### src/rtl/spi_master_cfg.sv
// spi_master_cfg: SPI master with runtime divider, CPOL/CPHA, bit order
// and one-hot active-low chip selects with setup/hold half-periods.
module spi_master_cfg #(
    parameter int DATA_W = 8,
    parameter int DIV_W  = 8,
    parameter int NUM_CS = 1,
    parameter int CS_W   = 1
) (
    input  logic              clk,
    input  logic              rst,
    input  logic              start,
    input  logic [DATA_W-1:0] data_in,
    input  logic [CS_W-1:0]   cs_sel,
    input  logic              cpol,
    input  logic              cpha,
    input  logic              lsb_first,
    input  logic [DIV_W-1:0]  clk_div,
    input  logic              miso,
    output logic              mosi,
    output logic              sck,
    output logic [NUM_CS-1:0] cs_n,
    output logic [DATA_W-1:0] data_out,
    output logic              busy,
    output logic              new_data
);

    localparam int BW = (DATA_W > 1) ? $clog2(DATA_W) : 1;

    typedef enum logic [1:0] {
        IDLE,
        CS_SETUP,
        TRANSFER,
        CS_HOLD
    } state_t;

    state_t              state_q, state_d;
    logic [DIV_W-1:0]    cnt_q, cnt_d;
    logic                half_q, half_d;
    logic [BW-1:0]       bit_q, bit_d;
    logic [DATA_W-1:0]   tx_q, tx_d;
    logic [DATA_W-1:0]   rx_q, rx_d;
    logic [DATA_W-1:0]   dout_q, dout_d;
    logic                nd_q, nd_d;
    logic                mosi_q, mosi_d;
    logic                cpol_q, cpol_d;
    logic                cpha_q, cpha_d;
    logic                lsb_q, lsb_d;
    logic [DIV_W-1:0]    div_q, div_d;
    logic [CS_W-1:0]     cs_q, cs_d;
    logic                half_end;

    always_ff @(posedge clk) begin
        if (rst) begin
            state_q <= IDLE;
            cnt_q   <= '0;
            half_q  <= 1'b0;
            bit_q   <= '0;
            tx_q    <= '0;
            rx_q    <= '0;
            dout_q  <= '0;
            nd_q    <= 1'b0;
            mosi_q  <= 1'b0;
            cpol_q  <= 1'b0;
            cpha_q  <= 1'b0;
            lsb_q   <= 1'b0;
            div_q   <= '0;
            cs_q    <= '0;
        end else begin
            state_q <= state_d;
            cnt_q   <= cnt_d;
            half_q  <= half_d;
            bit_q   <= bit_d;
            tx_q    <= tx_d;
            rx_q    <= rx_d;
            dout_q  <= dout_d;
            nd_q    <= nd_d;
            mosi_q  <= mosi_d;
            cpol_q  <= cpol_d;
            cpha_q  <= cpha_d;
            lsb_q   <= lsb_d;
            div_q   <= div_d;
            cs_q    <= cs_d;
        end
    end

    // Counting 0..div_q gives H = clk_div+1 cycles without a wider counter.
    assign half_end = (cnt_q == div_q);

    always_comb begin
        state_d = state_q;
        cnt_d   = cnt_q;
        half_d  = half_q;
        bit_d   = bit_q;
        tx_d    = tx_q;
        rx_d    = rx_q;
        dout_d  = dout_q;
        nd_d    = 1'b0;
        mosi_d  = mosi_q;
        cpol_d  = cpol_q;
        cpha_d  = cpha_q;
        lsb_d   = lsb_q;
        div_d   = div_q;
        cs_d    = cs_q;
        unique case (state_q)
            IDLE: begin
                if (start) begin
                    state_d = CS_SETUP;
                    cnt_d   = '0;
                    half_d  = 1'b0;
                    bit_d   = '0;
                    rx_d    = '0;
                    tx_d    = data_in;
                    mosi_d  = lsb_first ? data_in[0] : data_in[DATA_W-1];
                    cpol_d  = cpol;
                    cpha_d  = cpha;
                    lsb_d   = lsb_first;
                    div_d   = clk_div;
                    cs_d    = cs_sel;
                end
            end
            CS_SETUP: begin
                if (half_end) begin
                    state_d = TRANSFER;
                    cnt_d   = '0;
                end else begin
                    cnt_d = cnt_q + 1'b1;
                end
            end
            TRANSFER: begin
                if (!half_end) begin
                    cnt_d = cnt_q + 1'b1;
                end else if (!half_q) begin
                    cnt_d  = '0;
                    half_d = 1'b1;
                    rx_d   = lsb_q ? {miso, rx_q[DATA_W-1:1]}
                                   : {rx_q[DATA_W-2:0], miso};
                end else begin
                    cnt_d  = '0;
                    half_d = 1'b0;
                    if (bit_q == BW'(DATA_W - 1)) begin
                        state_d = CS_HOLD;
                    end else begin
                        bit_d  = bit_q + 1'b1;
                        tx_d   = lsb_q ? (tx_q >> 1) : (tx_q << 1);
                        mosi_d = lsb_q ? tx_q[1] : tx_q[DATA_W-2];
                    end
                end
            end
            CS_HOLD: begin
                if (half_end) begin
                    state_d = IDLE;
                    nd_d    = 1'b1;
                    dout_d  = rx_q;
                end else begin
                    cnt_d = cnt_q + 1'b1;
                end
            end
            default: state_d = IDLE;
        endcase
    end

    assign busy     = (state_q != IDLE);
    assign new_data = nd_q;
    assign data_out = dout_q;
    assign mosi     = mosi_q;
    assign sck      = (state_q == TRANSFER) ? (cpol_q ^ cpha_q ^ half_q) : cpol_q;

    always_comb begin
        cs_n = '1;
        for (int i = 0; i < NUM_CS; i++) begin
            if (busy && (int'(cs_q) == i)) cs_n[i] = 1'b0;
        end
    end

endmodule
### config.mk
export PLATFORM = sky130hd
export DESIGN_NAME = spi_master_cfg
export DESIGN_NICKNAME = d
export VERILOG_FILES = /design/src/rtl/spi_master_cfg.sv
export SDC_FILE = /design/constraint.sdc
export NUM_CORES = 1
export LEC_CHECK = 0
export ABC_AREA = 0
export BUFFER_PORTS_ARGS = -buffer_cell sky130_fd_sc_hd__buf_2
export CORE_MARGIN = 2
export CORE_UTILIZATION = 61
export CTS_BUF_LIST = sky130_fd_sc_hd__clkbuf_4 sky130_fd_sc_hd__clkbuf_8
export CTS_CLUSTER_SIZE = 14
export DETAILED_ROUTE_END_ITERATION = 6
export PLACE_DENSITY = 0.94
export SLEW_MARGIN = 20
export SYNTH_ARGS = -nofsm -noshare
export SYNTH_HDL_FRONTEND = slang
export SYNTH_SLANG_ARGS = --single-unit
### constraint.sdc
create_clock -name clk -period 5.5 [get_ports clk]
set_clock_uncertainty 0.1 [all_clocks]
set_input_delay 0.825 -clock clk [delete_from_list [all_inputs] [get_ports clk]]
set_output_delay 0.825 -clock clk [all_outputs]
set_load 0.005 [all_outputs]
* Word level (Yosys, flattened, before mapping)
Index checks and enable logic that the tools add are counted.
** Operators by class
- Bitwise gates (word level) :: 4
- Mux-type cells :: 40
- $add $sub $neg :: 2
- Magnitude comparators :: 0
- $mul :: 0
- Divide/modulo/power cells :: 0
- Reductions and logical operators :: 13
- Eq/ne operators :: 14
- Shift operators :: 0
** Operators with widths (number)
- $mux 8 :: 11
- $pmux 8 s2 :: 2
- $pmux 8 s3 :: 1
- $ne 2x2->1 const B :: 9
- $mux 1 :: 12
- $mux 2 :: 6
- $mux 3 :: 4
- $add 8x1->8 const B :: 1
- $eq 8x8->1 :: 1
- $pmux 2 s4 :: 1
- $pmux 3 s2 :: 1
- $reduce_and 2->1 :: 3
- $reduce_and 6->1 :: 1
- $reduce_and 5->1 :: 1
- $eq 2x2->1 const B :: 2
- $pmux 1 s2 :: 2
- $reduce_and 4->1 :: 1
- $reduce_bool 2->1 :: 2
- $reduce_or 2->1 :: 2
- $add 3x1->3 const B :: 1
- $eq 3x3->1 const B :: 1
- $reduce_and 3->1 :: 1
- $eq 2x1->1 const B :: 1
- $logic_not 2->1 :: 1
- other kinds (3) :: 5
** Storage, ports and cells
- Bits in writable memories :: 0
- Logic and storage cells :: 87
- Memories kept :: 0
- Latch bits :: 0
- Register bits :: 52
- Bits in read-only memories :: 0

* Longest topological paths before layout
- Word-level depth :: 5
- Mapped depth :: 9
- Depth with buffers taken out :: 7

* Least setup slack after synthesis
OpenSTA, ideal clock, no wires.
- Path type :: in2reg
- From :: input start
- To :: register rx_q[7]
- Required time :: 5.330 ns
- Arrival time :: 2.236 ns
- Path buffers :: 2
- Path slack :: 3.094 ns
- Library setup time :: 0.070 ns
- Stages on the path :: 7
- Path through :: nand2b_1 > o21ai_0 > or4_4 > buf_6 > buf_8 > or3b_1 > a21oi_1
** Between the ends
- Cells in the longest elaborated chain, start to end :: 2
** RTL lines
- from (decl) :: line 11 : input logic start,
- $ne 2x2->1 (no line)
- $reduce_and 4->1 (no line)
- to (signal assigned) :: line 74 : rx_q <= rx_d;
- to (decl) :: line 41 : logic [DATA_W-1:0] rx_q, rx_d;
Every way passes these cells.
A chain may end at the register's enable or synchronous reset.

* Worst setup path in the final report
- From :: register state_q[0]
- To :: register mosi_q (netlist: mosi)
** Between the ends
- Cells in the longest elaborated chain, start to end :: 3
- Elaborated cells on any way between the ends :: 9
** RTL lines
- from (decl) :: line 36 : state_t state_q, state_d;
- from (signal assigned) :: line 69 : state_q <= state_d;
- $eq 2x2->1 / $logic_not 2->1 (equally long branches) :: line 104 : unique case (state_q)
- $ne 2x2->1 (no line) / $reduce_bool 2->1 (equally long branches)
- $reduce_and 5->1 (no line)
- to (signal assigned) :: line 77 : mosi_q <= mosi_d;
- to (decl) :: line 44 : logic mosi_q, mosi_d;
Parallel ways exist; a longest one is shown, timed or not.

==> impl_metrics.csv <==
group,metric,value,unit
status,status,"complete, no violations",
synthesis,synth_adder_area_share,3.643,%
clock_tree,path_clk_slew,90,ps
sta,tightest_slew,1054,ps
clock_tree,cts_tree,"done",
detailed_routing,ant_nets,0,
synthesis,async_flop_share,0,%
synthesis,synth-compound-area-share,17.17,%
power,max-vdd-ir-drop,0.2368,mV
layout,final_layout_size_suffix_gt1_share,17.15,%
setup_path,path_class,"reg2reg",
min_path,hp-class,"reg2reg",
layout,fin_cells,396,
setup_path,crit_required,5630,ps
setup_path,start_kind,"flip-flop",
synthesis,synth_top_family_by_area,"simple AND/OR/NAND/NOR gates",
synthesis,synth_mux_area_share,5.829,%
synthesis,synthFlopType,"dfxtp_1",
floorplan,die_h,71.12,um
layout,nets,375,
clock_tree,clk_path_buf_depth,2,
sta,max_freq,322.6,MHz
setup_path,arrival,3230,ps
placed_design,place_inst,388,
clock_tree,ctsHoldBuffers,0,
setup_path,path_max_fanout,35,
detailed_routing,vias_per_cell,5.955,
sta,finalHoldViolations,0,
synthesis,synth-simple-area-share,23.77,%
synthesis,synth_area,2748,um^2
floorplan,start_util,63.10,%
synthesis,netlist_instances,321,
sta,hold_ws,354.8,ps
global_route,track_usage,22.82,%
global_route,overflow,0,
synthesis,avgSynthCellArea,8.560,um^2
clock_tree,htree_num_levels,2,
floorplan,fp.coreArea,4354,um^2
sta,finalCritPeriodShare,56.35,%
clock_tree,clock_latency,310,ps
detailed_routing,drcViolationCount,0,
setup_path,critPathCaptureType,"flip-flop",
clock_tree,cts_root_buffer,"clkbuf_8",
power,leakage,1.053,nW
synthesis,synth_xor_area_share,6.740,%
global_route,grt_pass1_wl,9.287,mm
sta,finalSetupViolations,0,
clock_tree,post-cts-setup-buffer-count,0,
placed_design,dp_hpwl,3.892,mm
run,drv_cap,0,
floorplan,io_pins,37,
synthesis,yosysWarnings,0,
detailed_routing,firstDrtPassIters,5,
global_route,grt_pass1_vias,2116,
detailed_routing,post_drt_wl_per_cell,14.27,um
sta,fin_crit,3099,ps
placed_design,numPortBuffers,36,
layout,layout-area-overhead-vs-synth,9.153,%
detailed_routing,wl,5.652,mm
synthesis,synth_edf_count,0,
synthesis,synth-seq-area-share,37.89,%
sta,worst_slew_margin_rel,28.73,%
placed_design,routabilityCongestion,0.8768,
detailed_routing,routed-via-count,2358,
power,p_per_area,402.7,nW/um^2
sta,slew_viol_final,0,
layout,diodes,0,
floorplan,placementRows,24,
floorplan,die_area,5057,um^2
clock_tree,ctsResizeCount,0,
sta,rsz0062_at_grt,"false",
global_route,antenna_found_initial,0,
synthesis,ys_types,46,
floorplan,fp.dieW,71.12,um
detailed_routing,first_iter_violations,150,
synthesis,synth-seq-cells,52,
global_route,grt_max_degree,59,
synthesis,syn_nets,353,
clock_tree,cts_buffers,5,
sta,tns,0,ps
clock_tree,cts_sinks,52,
## layout by cell type (no fill, tap or decap), types with 3 or more instances in the layout
| cell type | n |
|---|---|
| a211oi_1 | 9 |
| a21oi_1 | 35 |
| buf_2 | 36 |
| clkbuf_8 | 5 |
| dfxtp_1 | 52 |
| ha_1 | 8 |
| inv_1 | 7 |
| mux2i_1 | 16 |
| nand2_1 | 47 |
| nand2b_1 | 12 |
| nand3_1 | 15 |
| nor2_1 | 23 |
| nor4_1 | 3 |
| o21ai_0 | 18 |
| o31ai_1 | 3 |
| or3_1 | 3 |
| or3b_1 | 8 |
| xnor2_1 | 6 |
| xnor2_4 | 3 |
## state kept, by name, indices dropped and copies added, names as in the netlist
name,count
cs_q,1
tx_q,8
cpol_q,1
mosi,1
state_q,2
div_q,8
rx_q,8
cpha_q,1
cnt_q,8
bit_q,3
lsb_q,1
half_q,1
new_data,1
data_out,8
## worst paths after layout
kind,from,end,slack [ps],depth (start not counted)
setup / recovery,state_q[0],mosi,2400,6
hold / removal,data_out[1],data_out[1],350,2
setup reg to reg,state_q[0],mosi,2400,6
hold reg to reg,data_out[1],data_out[1],350,2
## worst max-delay path, stage by stage (launching register included)
cell	delay, ps
dfxtp_1	340
inv_1	130
ha_1	860
o21ai_0	370
nor4b_1	930
o21ai_0	150
o21ai_0	120
## Yosys cell counts, drive strengths merged (2+ instances only)
| cell type | instances | area share, % |
|---|---|---|
| nor2 | 23 | 3.1 |
| or3b | 8 | 2.6 |
| nor4 | 3 | 0.68 |
| ha | 8 | 3.6 |
| a311oi | 2 | 0.64 |
| a211oi | 9 | 2.5 |
| a21oi | 35 | 6.4 |
| dfxtp | 52 | 38 |
| inv | 7 | 0.96 |
| nor2b | 2 | 0.46 |
| o221a | 2 | 0.82 |
| nand4b | 2 | 0.64 |
| buf | 10 | 2.5 |
| clkbuf | 11 | 1.5 |
| mux2i | 16 | 5.8 |
| nand2 | 47 | 6.4 |
| o32ai | 2 | 0.64 |
| o31ai | 3 | 0.82 |
| nand3 | 15 | 2.7 |
| a22oi | 2 | 0.55 |
| o21ai | 18 | 3.3 |
| xnor2 | 11 | 6.1 |
| nand2b | 12 | 2.7 |
| xor2 | 2 | 0.64 |
| nor3 | 2 | 0.36 |
| and4 | 2 | 0.68 |
| nand4 | 2 | 1.2 |
| or3 | 3 | 0.68 |
## metrics by stage
| stage | area [um^2] | total power [mW] | setup WS [ps] | utilization [%] |
|---|---|---|---|---|
| floorplan | 2748 | 0.8635 | 3094 | - |
| CTS | 2994 | 1.204 | 2424 | 68.76 |
| detailed placement | 2883 | 0.9380 | 2474 | 66.21 |
| global route | 2999 | 1.283 | 2068 | 68.88 |
| finish | 2999 | 1.208 | 2401 | 68.88 |
| global placement | 2883 | 0.9215 | 2680 | 66.21 |
## cell type report
class                   instances  area (um^2)
multi-input cells             241         1575
fillers                       346         1355
flip-flops and latches         52         1041
repair buffers                 36        180.2
clock buffers                   6        76.32
well taps                      52        65.06
clock inverters                 2        35.03
inverters                       7        26.28
## cell families (layout without fill, tap and decap cells)
family,after synthesis,count (layout)
simple gates,126,126
flops,52,52
compound gates,78,78
mux,16,16
fa+ha+maj,8,8
xor+xnor,13,13
buf+inv,28,51
## power by group
part / total, mW / leakage (nW) / internal [mW] / switching [mW]
Clock: 0.263 / 0.0586 / 0.140 / 0.123
Combinational: 0.469 / 0.572 / 0.178 / 0.291
Sequential: 0.476 / 0.422 / 0.423 / 0.0534
Total: 1.21 / 1.05 / 0.741 / 0.467
## layer usage
layer,routed length [um],up-vias,track usage (%)
li1,-,1174,-
met1,2447,1110,27.35
met2,2829,66,40.19
met3,285,8,5.128
met4,90,0,7.966
met5,0,-,0
No activity file was read; power rests on OpenSTA's default activity.
